`config.mk`:
```
export PLATFORM = sky130hd
export DESIGN_NAME = mlp_weight_loader
export DESIGN_NICKNAME = d
export VERILOG_FILES = /design/src/rtl/mlp_pkg.sv /design/src/rtl/mlp_weight_loader.sv
export SDC_FILE = /design/constraint.sdc
export NUM_CORES = 1
export LEC_CHECK = 0
export CAP_MARGIN = 20
export CORE_MARGIN = 5
export CORE_UTILIZATION = 29
export DETAILED_ROUTE_END_ITERATION = 7
export PLACE_DENSITY_LB_ADDON = 0.1
export SETUP_SLACK_MARGIN = 0.2
export SLEW_MARGIN = 20
export SYNTH_ARGS = -nofsm -noshare
export SYNTH_HDL_FRONTEND = slang
export SYNTH_SLANG_ARGS = --single-unit
export TNS_END_PERCENT = 10
```
`constraint.sdc`:
```
create_clock -name aclk -period 1.8 [get_ports aclk]
set_input_delay 0.18 -clock aclk [delete_from_list [all_inputs] [get_ports aclk]]
set_output_delay 0.18 -clock aclk [all_outputs]
set_load 0.01 [all_outputs]
```
`src/rtl/mlp_pkg.sv`:
```
// Constants shared by the weight loader and the core's weight-write decode.
package mlp_pkg;

    localparam int WT_DATA_W   = 16;
    localparam int WT_ADDR_W   = 7;
    localparam int WT_LSEL_LSB = 24;
    localparam int WT_ADDR_LSB = 16;
    localparam int NUM_LAYERS  = 4;
    localparam int WT_WORD_W   = 32;

    typedef enum logic [1:0] {
        LD_IDLE  = 2'd0,
        LD_LOAD  = 2'd1,
        LD_DRAIN = 2'd2
    } loader_state_e;

    // Write word layout: {4'h0, lsel[3:0], 1'b0, addr[6:0], data[15:0]}
    function automatic logic [WT_WORD_W-1:0] pack_word(
        input logic [NUM_LAYERS-1:0] lsel,
        input logic [WT_ADDR_W-1:0]  addr,
        input logic [WT_DATA_W-1:0]  data
    );
        logic [WT_WORD_W-1:0] w;
        w = '0;
        w[WT_LSEL_LSB +: NUM_LAYERS] = lsel;
        w[WT_ADDR_LSB +: WT_ADDR_W]  = addr;
        w[0 +: WT_DATA_W]            = data;
        return w;
    endfunction

endpackage

```
`src/rtl/mlp_weight_loader.sv`:
```
// Streams one AXI-Stream packet per MLP layer into addressed weight-write words,
// checking each packet length against the expected layer size.
module mlp_weight_loader
    import mlp_pkg::*;
#(
    parameter int L0_WORDS = 15,
    parameter int L1_WORDS = 24,
    parameter int L2_WORDS = 24,
    parameter int L3_WORDS = 8
) (
    input  logic                 aclk,
    input  logic                 aresetn,
    input  logic                 start,
    input  logic                 abort,
    input  logic                 s_tvalid,
    output logic                 s_tready,
    input  logic [WT_DATA_W-1:0] s_tdata,
    input  logic                 s_tlast,
    output logic [WT_WORD_W-1:0] w_tdata,
    output logic                 busy,
    output logic                 done,
    output logic                 err
);

    if (L0_WORDS < 1 || L0_WORDS > 128 || L1_WORDS < 1 || L1_WORDS > 128 ||
        L2_WORDS < 1 || L2_WORDS > 128 || L3_WORDS < 1 || L3_WORDS > 128) begin : g_bad_words
        $error("mlp_weight_loader: layer word counts must be within 1..128");
    end

    loader_state_e        state_q, state_d;
    logic [1:0]           layer_q, layer_d;
    logic [WT_ADDR_W-1:0] addr_q, addr_d;
    logic                 err_q, err_d;
    logic                 done_q, done_d;
    logic [WT_WORD_W-1:0] w_tdata_q, w_tdata_d;

    logic [7:0]            n_words;
    logic                  last_addr;
    logic                  beat;
    logic [NUM_LAYERS-1:0] lsel;

    always_comb begin
        case (layer_q)
            2'd0:    n_words = 8'(L0_WORDS);
            2'd1:    n_words = 8'(L1_WORDS);
            2'd2:    n_words = 8'(L2_WORDS);
            default: n_words = 8'(L3_WORDS);
        endcase
    end

    assign last_addr = ({1'b0, addr_q} == (n_words - 8'd1));
    assign beat      = s_tvalid & s_tready;
    assign lsel      = NUM_LAYERS'(1) << layer_q;

    always_comb begin
        state_d   = state_q;
        layer_d   = layer_q;
        addr_d    = addr_q;
        err_d     = err_q;
        done_d    = 1'b0;
        w_tdata_d = '0;
        // Abort outranks everything, including a beat accepted this cycle.
        if (abort) begin
            state_d = LD_IDLE;
        end else begin
            case (state_q)
                LD_IDLE: begin
                    if (start) begin
                        state_d = LD_LOAD;
                        layer_d = 2'd0;
                        addr_d  = '0;
                        err_d   = 1'b0;
                    end
                end
                LD_LOAD: begin
                    if (beat) begin
                        w_tdata_d = pack_word(lsel, addr_q, s_tdata);
                        if (s_tlast && last_addr) begin
                            addr_d = '0;
                            if (layer_q == 2'(NUM_LAYERS - 1)) begin
                                state_d = LD_IDLE;
                                done_d  = 1'b1;
                            end else begin
                                layer_d = layer_q + 2'd1;
                            end
                        end else if (s_tlast) begin
                            err_d   = 1'b1;
                            state_d = LD_IDLE;
                        end else if (last_addr) begin
                            err_d   = 1'b1;
                            state_d = LD_DRAIN;
                        end else begin
                            addr_d = addr_q + 1'b1;
                        end
                    end
                end
                LD_DRAIN: begin
                    if (beat && s_tlast) begin
                        state_d = LD_IDLE;
                    end
                end
                default: state_d = LD_IDLE;
            endcase
        end
    end

    always_ff @(posedge aclk or negedge aresetn) begin
        if (!aresetn) begin
            state_q   <= LD_IDLE;
            layer_q   <= 2'd0;
            addr_q    <= '0;
            err_q     <= 1'b0;
            done_q    <= 1'b0;
            w_tdata_q <= '0;
        end else begin
            state_q   <= state_d;
            layer_q   <= layer_d;
            addr_q    <= addr_d;
            err_q     <= err_d;
            done_q    <= done_d;
            w_tdata_q <= w_tdata_d;
        end
    end

    assign s_tready = (state_q != LD_IDLE);
    assign busy     = (state_q != LD_IDLE);
    assign done     = done_q;
    assign err      = err_q;
    assign w_tdata  = w_tdata_q;

endmodule

```
==> impl_metrics.yaml <==
outcome:
  outcome: "complete, no violations"
setup_path:
  cp-end-kind: "register"
  cp_slowest_cell: "sky130_fd_sc_hd__dfrtp_1"
  worst_endpoint_required_time_ps: 2020
  slowest_delay_ps: 360
  worst_path_max_fanout: 6
  timing_worst_setup_path_type: "register to register"
  start_kind: "register"
  crit_chain: "inv_2, ha_4, and3b_2, o211a_4, buf_4, or3_1, nand3_1"
  worstPathArrival_ps: 1950
  crit_family: "simple AND/OR/NAND/NOR gates"
  worstPathBufferInverterCount: 2
  regToRegSetupSlack_ps: 70
clock_tree:
  clock_tree_from_tritoncts: "built"
  cts-htree-levels: 2
  cts_root_buf: "sky130_fd_sc_hd__clkbuf_8"
  clkSlewWorstSetupHoldPaths_ps: 70
  cts.sinks: 40
  cts-root-to-sink-buffers: 2
  cts_made_buffers: 5
  clock_latency_ps: 280
cells_and_area:
  layout_area_growth_over_synthesis_pct: 49.8
  multi_input_comb_area_um2: 875
  post_layout_instance_area_um2: 2840
  final_nets: 281
  post_route_cells_drive_above_1_share: 0.209
  sequential_cell_area_um2: 1000
  final.fill_count: 605
  antenna_cells: 0
grt:
  first_pass_grt_wire_length_mm: 7.57
  grt_util_all_layers: 0.112
  largest_net_degree_at_the_start_of_global_routing: 31
  first_global_vias: 1578
  antenna_found_initial: 0
  total_overflow_reported_by_the_global_router: 0
logic_synthesis:
  yosys.cell_count.top_type: "sky130_fd_sc_hd__dfrtp_1"
  synth_top_family_by_area: "simple AND/OR/NAND/NOR gates"
  synth.cell_area_um2: 1890
  postSynth.asyncResetShare: 1.00
  cell_type_with_the_highest_aggregate_area_in_the_netlist: "sky130_fd_sc_hd__dfrtp_1"
  postSynthAreaPerCell_um2: 10.8
  yosys-top-cells-area: "sky130_fd_sc_hd__dfrtp_1 (53%), sky130_fd_sc_hd__and2_1 (8.9%), sky130_fd_sc_hd__ha_1 (4.0%)"
  synth_simple_gate_area_frac: 0.260
  syn-instance-count: 175
  synth_compound_gate_area_share: 0.0872
  synth-seq-cells: 40
  synth_fa_ha_area_frac: 0.0396
  synth.cells.most_frequent: "sky130_fd_sc_hd__dfrtp_1 (40), sky130_fd_sc_hd__and2_1 (27), sky130_fd_sc_hd__nand3_1 (10)"
  synth.yosys.seq_area_share: 0.528
  synthDistinctLibCells: 44
  yosys.area_share.xor_xnor: 0.00462
  synth_edf_count: 0
  post-synth-top-area-fraction: 0.528
  ys_warns: 0
  postSynth.topFlopCell: "sky130_fd_sc_hd__dfrtp_1"
  synth.mux.area_fraction: 0.0165
sta:
  clock-skew-final_ps: 4.57
  max_clock_freq_mhz: 578
  report.final.hold_viol_count: 0
  timing.final.crit_period_ps: 1730
  tns_ps: 0
  timing.final.max_slew_violations: 0
  finalCritPeriodShare: 0.961
  setup_repair_after_global_routing_missed_its_margin: "true"
  worstMarginPinSlew_ps: 686
  fin_hold_ws_ps: 456
  setup_viol: 0
  slew_headroom: 0.543
die:
  total_core_area_um2: 6350
  num_rows: 29
  die_x_um: 90.8
  design.die.area_um2: 8250
  initial_core_util: 0.298
  io_pins: 58
  die_h_um: 90.8
route:
  wirelength_met1_mm: 2.13
  detail_route.wl_per_cell_um: 13.7
  via_count: 1513
  met2_length_mm: 2.05
  route.antenna.remaining_nets: 0
  drt_pre_antenna_iters: 4
  drc_violations: 0
  drt_iter0_markers: 35
  drt-total-wl_mm: 4.53
  highest_metal_used: "met4"
  routed-wl-met3_um: 280
  post_drt_via_cell_ratio: 4.58
worst_hold_path:
  hp-class: "input port to register"
power_and_ir_drop:
  power.leakage_nw: 1.29
  total_power_mw: 1.84
  vdd.ir_drop.worst_v: 0.000309
  powerDensity_nw_per_um2: 648
placement:
  instance_area_at_placement_um2: 2660
  dpl.hpwl_mm: 3.28
  i_o_buffers: 52
  final_gp_congestion: 0.817
job:
  maxCapViolations: 0
[cells by family after synthesis]
family / count (synthesis)
flops: 40
mux: 3
xor+xnor: 1
simple gates: 82
compound gates: 21
buf+inv: 21
other cells: 1
fa+ha+maj: 6
[area by class of cell]
cell class,instances,share of cell area
sequential,40,0.353
multi-input combinational,118,0.308
timing repair buffer,83,0.271
tap,77,0.0340
clock buffer,6,0.0256
inverter,5,0.00661
clock inverter,1,0.00176
[per-stage QoR]
stage,setup WS (ps),cells,util
floorplan,117,179,-
global placement,13.6,318,0.419
detailed placement,-40.1,318,0.419
CTS,82.2,330,0.440
global route,-41.7,330,0.447
finish,70.4,330,0.447
[final timing paths]
| kind | start | to | cells past startpoint |
|---|---|---|---|
| worst min register to register | addr_q[5] | addr_q[5] | 2 |
| min in group asynchronous | aresetn | w_tdata[6] | 2 |
| worst max register to register | layer_q[1] | addr_q[0] | 7 |
| worst max-delay path | layer_q[1] | addr_q[0] | 7 |
| max in group asynchronous | aresetn | w_tdata[9] | 3 |
| worst min-delay path | s_tdata[1] | w_tdata[1] | 2 |
[placed cells by master (no fill, tap or decap), drive strengths merged, types with 5 or more instances in the layout]
cell type | netlist | layout
conb | 1 | 5
nand4 | 6 | 6
inv | 5 | 5
ha | 6 | 6
nor2b | 5 | 5
nor3 | 6 | 6
clkbuf | 6 | 6
and2 | 27 | 27
dfrtp | 40 | 40
clkdlybuf4s50 | 0 | 49
nand2 | 5 | 5
nand3 | 10 | 10
buf | 10 | 31
[timing repair]
action / 4_1_cts / 5_1_grt
endpoints found under the hold margin: 28 / 0
gates cloned: 0 / 0
resized for setup: 4 / 9
setup buffers: 4 / 0
endpoints found under the setup margin: 11 / 13
pin swaps: 4 / 12
hold buffers: 1 / 0
[registers in the layout (all words and copies together), names as in the netlist]
name / cells
addr_q: 7
done: 1
err: 1
layer_q: 2
state_q: 2
w_tdata: 27
[power breakdown]
group / total, mW / leakage [nW] / switching (mW) / internal, mW
registers: 0.953 / 0.551 / 0.0203 / 0.933
clock network: 0.545 / 0.0410 / 0.282 / 0.263
logic: 0.341 / 0.696 / 0.160 / 0.181
[metal layers]
layer,global-route usage,vias to the layer above
met5,0,-
met2,0.177,49
met3,0.0275,6
met1,0.147,705
met4,0.0416,0
li1,-,753
[worst reg2reg max path: stages (launching register included)]
cell and delay (ps):
sky130_fd_sc_hd__dfrtp_1 360, sky130_fd_sc_hd__inv_2 70, sky130_fd_sc_hd__ha_4 170, sky130_fd_sc_hd__and3b_2 230, sky130_fd_sc_hd__o211a_4 260, sky130_fd_sc_hd__buf_4 140
sky130_fd_sc_hd__or3_1 360, sky130_fd_sc_hd__nand3_1 80
(Power assumes the default switching activity.)
